--- src/rtl/arb_client_if.sv ---
// Handshake and data bundle between a local packet source, the arbiter and
// the switch-side consumer of an arb_client.
interface arb_client_if #(
    parameter int DW = 8
);
    logic [DW-1:0] din;
    logic          din_valid;
    logic          din_last;
    logic          in_ready;
    logic          req;
    logic          ack;
    logic [DW-1:0] dout;
    logic          dout_valid;
    logic          dout_last;

    // Block side: consumes the packet and the grant, drives request and output words.
    modport slave (
        input  din, din_valid, din_last, ack,
        output in_ready, req, dout, dout_valid, dout_last
    );

    // Environment side: source, arbiter and switch.
    modport master (
        output din, din_valid, din_last, ack,
        input  in_ready, req, dout, dout_valid, dout_last
    );
endinterface

--- src/rtl/arb_client.sv ---
// arb_client: buffers one packet of up to DEPTH words from a local source,
// requests a round-robin arbiter, and streams the packet out one word per
// granted cycle. After every packet it drops req for one GAP cycle so the
// arbiter sees the falling edge and rotates priority. DEPTH must be 2..16.
module arb_client #(
    parameter int DW    = 8,
    parameter int DEPTH = 4
) (
    input  logic          clk,
    input  logic          rst,
    arb_client_if.slave   bus
);
    localparam int IW = $clog2(DEPTH);
    localparam int CW = IW + 1;
    localparam logic [CW-1:0] CNT_ONE   = CW'(1);
    localparam logic [CW-1:0] CNT_ZERO  = CW'(0);
    localparam logic [CW-1:0] CNT_DEPTH = CW'(DEPTH);

    typedef enum logic [1:0] {
        S_FILL = 2'd0,
        S_REQ  = 2'd1,
        S_XFER = 2'd2,
        S_GAP  = 2'd3
    } state_t;

    state_t        state_r, state_s;
    logic [CW-1:0] wcnt_r, wcnt_s;
    logic [CW-1:0] rcnt_r, rcnt_s;
    logic [CW-1:0] len_r, len_s;
    logic          req_r, req_s;
    logic          in_ready_r, in_ready_s;
    logic [DW-1:0] dout_r, dout_s;
    logic          dout_valid_r, dout_valid_s;
    logic          dout_last_r, dout_last_s;
    logic          wr_en_s;
    logic [CW-1:0] wcnt_inc_s;
    logic [DW-1:0] buf_r [DEPTH];

    assign wcnt_inc_s = wcnt_r + CNT_ONE;

    // State register; reset returns to FILL so any buffered packet is dropped.
    always_ff @(posedge clk or negedge rst) begin
        if (!rst) begin
            state_r <= S_FILL;
        end else begin
            state_r <= state_s;
        end
    end

    // Next-state and next-output decode for the packet FSM.
    always_comb begin
        state_s      = state_r;
        wcnt_s       = wcnt_r;
        rcnt_s       = rcnt_r;
        len_s        = len_r;
        req_s        = req_r;
        dout_s       = dout_r;
        dout_valid_s = 1'b0;
        dout_last_s  = 1'b0;
        wr_en_s      = 1'b0;
        case (state_r)
            S_FILL: begin
                if (bus.din_valid) begin
                    wr_en_s = 1'b1;
                    wcnt_s  = wcnt_inc_s;
                    // A full buffer ends the packet even without din_last.
                    if (bus.din_last || (wcnt_inc_s == CNT_DEPTH)) begin
                        len_s   = wcnt_inc_s;
                        req_s   = 1'b1;
                        state_s = S_REQ;
                    end else begin
                        state_s = S_FILL;
                    end
                end else begin
                    state_s = S_FILL;
                end
            end
            S_REQ: begin
                if (bus.ack) begin
                    dout_s       = buf_r[0];
                    dout_valid_s = 1'b1;
                    rcnt_s       = CNT_ONE;
                    if (len_r == CNT_ONE) begin
                        dout_last_s = 1'b1;
                        req_s       = 1'b0;
                        state_s     = S_GAP;
                    end else begin
                        state_s = S_XFER;
                    end
                end else begin
                    state_s = S_REQ;
                end
            end
            S_XFER: begin
                if (bus.ack) begin
                    dout_s       = buf_r[rcnt_r[IW-1:0]];
                    dout_valid_s = 1'b1;
                    rcnt_s       = rcnt_r + CNT_ONE;
                    if (rcnt_r == (len_r - CNT_ONE)) begin
                        dout_last_s = 1'b1;
                        req_s       = 1'b0;
                        state_s     = S_GAP;
                    end else begin
                        state_s = S_XFER;
                    end
                end else begin
                    // Grant paused: hold position, keep requesting.
                    state_s = S_XFER;
                end
            end
            S_GAP: begin
                wcnt_s  = CNT_ZERO;
                rcnt_s  = CNT_ZERO;
                state_s = S_FILL;
            end
            default: begin
                wcnt_s  = CNT_ZERO;
                rcnt_s  = CNT_ZERO;
                req_s   = 1'b0;
                state_s = S_FILL;
            end
        endcase
        in_ready_s = (state_s == S_FILL);
    end

    // Counters, request and output word registers.
    always_ff @(posedge clk or negedge rst) begin
        if (!rst) begin
            wcnt_r       <= CNT_ZERO;
            rcnt_r       <= CNT_ZERO;
            len_r        <= CNT_ZERO;
            req_r        <= 1'b0;
            in_ready_r   <= 1'b1;
            dout_r       <= {DW{1'b0}};
            dout_valid_r <= 1'b0;
            dout_last_r  <= 1'b0;
        end else begin
            wcnt_r       <= wcnt_s;
            rcnt_r       <= rcnt_s;
            len_r        <= len_s;
            req_r        <= req_s;
            in_ready_r   <= in_ready_s;
            dout_r       <= dout_s;
            dout_valid_r <= dout_valid_s;
            dout_last_r  <= dout_last_s;
        end
    end

    // Packet buffer, written at the fill pointer while accepting words.
    always_ff @(posedge clk or negedge rst) begin
        if (!rst) begin
            for (int i = 0; i < DEPTH; i++) begin
                buf_r[i] <= {DW{1'b0}};
            end
        end else if (wr_en_s) begin
            buf_r[wcnt_r[IW-1:0]] <= bus.din;
        end else begin
            buf_r <= buf_r;
        end
    end

    assign bus.in_ready   = in_ready_r;
    assign bus.req        = req_r;
    assign bus.dout       = dout_r;
    assign bus.dout_valid = dout_valid_r;
    assign bus.dout_last  = dout_last_r;
endmodule
--- src/flat_wrapper.sv ---
// flat-port wrapper written by rule: the top's interface ports become plain ports
module arb_client_flat 
#(
    parameter int DW    = 8,
    parameter int DEPTH = 4
)
  (clk, rst, bus_din, bus_din_valid, bus_din_last, bus_ack, bus_in_ready, bus_req, bus_dout, bus_dout_valid, bus_dout_last);
  arb_client_if #(.DW(DW)) bus_i ();
  input  logic clk;
  input  logic rst;
  input wire logic [$bits(bus_i.din)-1:0] bus_din;
  input wire logic [$bits(bus_i.din_valid)-1:0] bus_din_valid;
  input wire logic [$bits(bus_i.din_last)-1:0] bus_din_last;
  input wire logic [$bits(bus_i.ack)-1:0] bus_ack;
  output wire logic [$bits(bus_i.in_ready)-1:0] bus_in_ready;
  output wire logic [$bits(bus_i.req)-1:0] bus_req;
  output wire logic [$bits(bus_i.dout)-1:0] bus_dout;
  output wire logic [$bits(bus_i.dout_valid)-1:0] bus_dout_valid;
  output wire logic [$bits(bus_i.dout_last)-1:0] bus_dout_last;
  assign bus_i.din = bus_din;
  assign bus_i.din_valid = bus_din_valid;
  assign bus_i.din_last = bus_din_last;
  assign bus_i.ack = bus_ack;
  assign bus_in_ready = bus_i.in_ready;
  assign bus_req = bus_i.req;
  assign bus_dout = bus_i.dout;
  assign bus_dout_valid = bus_i.dout_valid;
  assign bus_dout_last = bus_i.dout_last;
  arb_client #(.DW(DW), .DEPTH(DEPTH)) u_core (.clk(clk), .rst(rst), .bus(bus_i));
endmodule
--- config.mk ---
export PLATFORM = sky130hd
export DESIGN_NAME = arb_client_flat
export DESIGN_NICKNAME = d
export VERILOG_FILES = /design/src/rtl/arb_client_if.sv /design/src/rtl/arb_client.sv /design/src/flat_wrapper.sv
export SDC_FILE = /design/constraint.sdc
export NUM_CORES = 1
export LEC_CHECK = 0
export CAP_MARGIN = 40
export CORE_MARGIN = 3
export CORE_UTILIZATION = 46
export CTS_BUF_LIST = sky130_fd_sc_hd__clkbuf_8 sky130_fd_sc_hd__clkbuf_16
export CTS_CLUSTER_DIAMETER = 150
export CTS_CLUSTER_SIZE = 10
export DETAILED_ROUTE_END_ITERATION = 6
export PLACE_DENSITY = 0.66
export SLEW_MARGIN = 5
export SYNTH_ARGS = -nofsm -noshare
export SYNTH_HDL_FRONTEND = slang
export SYNTH_SLANG_ARGS = --single-unit
--- constraint.sdc ---
create_clock -name clk -period 3.3 [get_ports clk]
set_clock_uncertainty 0.15 [all_clocks]
set_input_delay 0.495 -clock clk [delete_from_list [all_inputs] [get_ports clk]]
set_output_delay 0.495 -clock clk [all_outputs]
set_load 0.05 [all_outputs]
==> results.txt <==
----------------------------------------------------
[Route]
  Router iterations before antenna repair ... 4
  Ratio of routed vias to standard cells ... 5.60
  Post-detailed-route count of antenna-violating nets ... 0
  1st-iter DRT viols ... 73
  Detailed-route DRC error count ... 0
  Via Count ... 1,774
  Total wirelength of the detailed-routed design ... 5590 µm
  Average wire length per cell after detail routing ... 17.6 µm

[Clock network]
  Clock Sinks ... 55
  Count of hold buffers inserted by post-cts repair ... 0
  Number of buffers created by CTS ... 5
  CTS clock-pin slew for the worst setup and hold paths ... 0.10 ns
  Count of cells resized by post-cts repair ... 0
  Clock buffer depth ... 2
  Clock tree from TritonCTS ... built
  Count of buffers added by post-CTS timing repair for setup ... 0
  Htree depth ... 2
  Cell at the root of the clock tree ... sky130_fd_sc_hd__clkbuf_8
  Clock latency on the worst-skew pair ... 0.31 ns

[STA]
  Slew at the pin closest to its max-slew limit ... 0.693 ns
  Minimum clock period ... 2.67 ns
  Unrepaired setup endpoints after global routing ... no
  Period Utilization, post-route ... 80.9%
  Finish-stage setup viols ... 0
  Worst Slack Setup Final ... 0.629 ns
  Number of max-slew violations in the final report ... 0
  Peak Freq ... 374 MHz
  Number of failing hold endpoints at the final stage ... 0
  Max-slew headroom ... 53.8%
  Sum of negative setup slack ... 0 ns

[Finish]
  Fraction of layout cells with a size suffix above 1 ... 9.39%
  Most common library cell in the layout ignoring fill and taps ... sky130_fd_sc_hd__dfrtp_1
  Area growth, synth to finish ... 15.1%
  Leading cell types in the layout, fill and taps excluded ... 54 x sky130_fd_sc_hd__dfrtp_1, 34 x sky130_fd_sc_hd__mux2_1, 23 x sky130_fd_sc_hd__clkdlybuf4s50_1
  Fill cell total of the finished layout ... 491
  Non-filler cells in the finished layout ... 317
  Ant diodes ... 0
  Final Cell Area ... 3160 µm²
  Net count reported at finish ... 270

[Run status]
  Status ... finished clean

[Logic synthesis]
  Fraction of the mapped netlist area in simple logic gates ... 7.06%
  Synthesized net count ... 243
  Yosys synthesis warning count ... 0
  Combinational family with the most area after synthesis ... multiplexers
  Synthesized instance count ... 217
  Distinct cell type count after synthesis ... 38
  Number of synthesized flops with an enable pin ... 0
  Flip-flop cell with the highest count after synthesis ... sky130_fd_sc_hd__dfrtp_1
  Xor/xnor share of the synthesized area ... 2.51%
  Number of storage elements in the synthesis netlist ... 55
  Netlist area before placement ... 2750 µm²
  Area fraction in compound gates after synthesis ... 10.3%
  Post-synthesis adder-cell area fraction ... 5.93%
  Share of flip-flops with an asynchronous set or reset after synthesis ... 100%
  Mean Syn Cell Area ... 12.7 µm²
  Sequential-to-total area share from yosys stat ... 50.2%
  Multiplexer share of the synthesized area ... 21.6%

[Pwr]
  Worst voltage drop across the vdd grid ... 0.000477 V
  Leakage component of the power ... 1.40 nW
  Cell Pwr Density ... 1000 nW/µm²

[Critical path]
  Worst setup path endpoint ... u_core.state_r[0]
  Data arrival time of the critical path ... 2.77 ns
  Crit-path max FO ... 15
  Worst path cell trace ... inv_1 -> ha_1 -> nand2_1 -> nor4_1 -> a211o_1 -> and2_1
  Classification of the worst setup path ... reg -> reg
  Endpoint class of the critical path ... flip-flop
  Largest stage delay on the critical path ... 0.58 ns
  Critical R2R Capture ... u_core.state_r[0]
  Startpoint class of the critical path ... flip-flop
  Start point of the critical path ... u_core.state_r[0]
  Worst EP required ... 3.40 ns
  FF-to-FF path depth ... 6
  Highest-delay cell along the critical path ... sky130_fd_sc_hd__ha_1
  Launching point of the worst reg2reg path ... u_core.state_r[0]
  Internal reg-to-reg setup slack ... 0.63 ns

[Place]
  Cell count after placement ... 309
  Count of buffers inserted at the top-level ports ... 24
  Setup Slack @ Placement ... 0.686 ns
  Final Wtd Congestion ... 0.780
  Detailed Place HPWL ... 3690 µm
  Area post-placement ... 3070 µm²

[Hold path]
  Path category of the worst min-delay check ... in -> async

[Floorplanning]
  Top-level I/O count ... 25
  Core footprint ... 5640 µm²
  Floorplan row count ... 27
  Height of the chip ... 83.3 µm
  Die Span X ... 83.3 µm
  Total die area ... 6930 µm²
  Initial Util ... 48.7%

[GRT]
  Global-route wire length before repair ... 9400 µm
  Remaining global-route overflow ... 0
  Initial antenna violation count ... 0
  Pin count of the biggest net entering global routing ... 29
  Global-route total usage across every layer ... 17.1%
  Vias in the first global route ... 1,824

[Flow run]
  Max-capacitance violation count ... 0

----------------------------------------------------
Yosys cell counts (2+ instances only):
master	count	area [µm²]
sky130_fd_sc_hd__o22ai_1	8	50.1
sky130_fd_sc_hd__nand3_1	2	10.0
sky130_fd_sc_hd__mux2_1	34	383
sky130_fd_sc_hd__nand2_1	13	48.8
sky130_fd_sc_hd__mux2i_1	2	20.0
sky130_fd_sc_hd__nor3_1	2	10.0
sky130_fd_sc_hd__o21ai_0	7	35.0
sky130_fd_sc_hd__o22a_1	8	70.1
sky130_fd_sc_hd__a21oi_1	2	10.0
sky130_fd_sc_hd__clkbuf_1	6	22.5
sky130_fd_sc_hd__nor2_1	20	75.1
sky130_fd_sc_hd__nor2b_1	2	12.5
sky130_fd_sc_hd__and2_1	3	18.8
sky130_fd_sc_hd__dfrtp_1	54	1350
sky130_fd_sc_hd__a22o_1	2	17.5
sky130_fd_sc_hd__mux4_2	8	180
sky130_fd_sc_hd__inv_1	10	37.5
sky130_fd_sc_hd__a21o_1	2	15.0
sky130_fd_sc_hd__ha_1	13	163
through the flow:
stage / hold WS (ns) / power (mW) / util [%]
global route: 0.0962 / 3.41 / 56.0
CTS: 0.0788 / 3.20 / 56.0
detailed placement: 0.327 / 2.81 / 54.3
global placement: 0.319 / 2.77 / 54.3
floorplan: 0.0494 / 2.40 / -
finish: 0.0533 / 3.17 / 56.0
critical path: cells and delay by family (launching register included):
kind / cells / cell delay, ns
flops: 1 / 0.44
buf+inv: 1 / 0.12
compound gates: 1 / 0.18
fa+ha+maj: 1 / 0.58
simple gates: 3 / 1.15
area by class of cell:
| cell class | count | area [µm²] | share of cell area (%) |
|---|---|---|---|
| multi-input combinational | 145 | 1300 | 41.2 |
| clock buffer | 6 | 82.6 | 2.61 |
| timing repair buffer | 27 | 258 | 8.16 |
| inverter | 10 | 37.5 | 1.19 |
| tap | 72 | 90.1 | 2.85 |
| clock inverter | 2 | 12.5 | 0.396 |
| sequential | 55 | 1380 | 43.6 |
routing by layer:
metal	share of wire (%)	track usage, %	up-vias
met5	0	0	-
met1	45	23.6	881
li1	-	-	840
met4	0.34	4.01	0
met2	49	28.1	51
met3	5.8	2.98	2
power breakdown:
group | total [mW] | switching [mW] | internal [mW]
clock | 0.390 | 0.221 | 0.170
sequential | 1.23 | 0.229 | 1.00
combinational | 1.55 | 0.797 | 0.754
total | 3.17 | 1.25 | 1.93
how the worst min path moves through the flow:
stage                    start                to  slack, ns  cells after the start
4_1_cts                    rst  u_core.buf_r[28]       0.08                      1
3_3_place_gp   u_core.buf_r[8]   u_core.buf_r[8]       0.32                      1
5_1_grt                    rst  u_core.buf_r[28]        0.1                      1
6_report                   rst  u_core.buf_r[28]       0.05                      1
2_1_floorplan              rst   u_core.buf_r[0]       0.05                      0
3_5_place_dp   u_core.buf_r[6]   u_core.buf_r[6]       0.33                      1
cells by family after synthesis:
kind of cell,Yosys count
AO/OA/AOI/OAI,38
XOR/XNOR,4
adder cells (fa/ha/maj),13
buffers and inverters,17
flip-flops,55
multiplexers,45
AND/OR/NAND/NOR,45
registers in the layout, summed over array words and instances (netlist names):
signal,flops
u_core.len_r,3
u_core.state_r,2
u_core.wcnt_r,3
u_core.bus.in_ready,1
u_core.bus.dout_last,1
u_core.rcnt_r,3
u_core.buf_r,32
u_core.bus.req,1
u_core.bus.dout_valid,1
u_core.bus.dout,8
No activity file was read; power rests on OpenSTA's default activity.
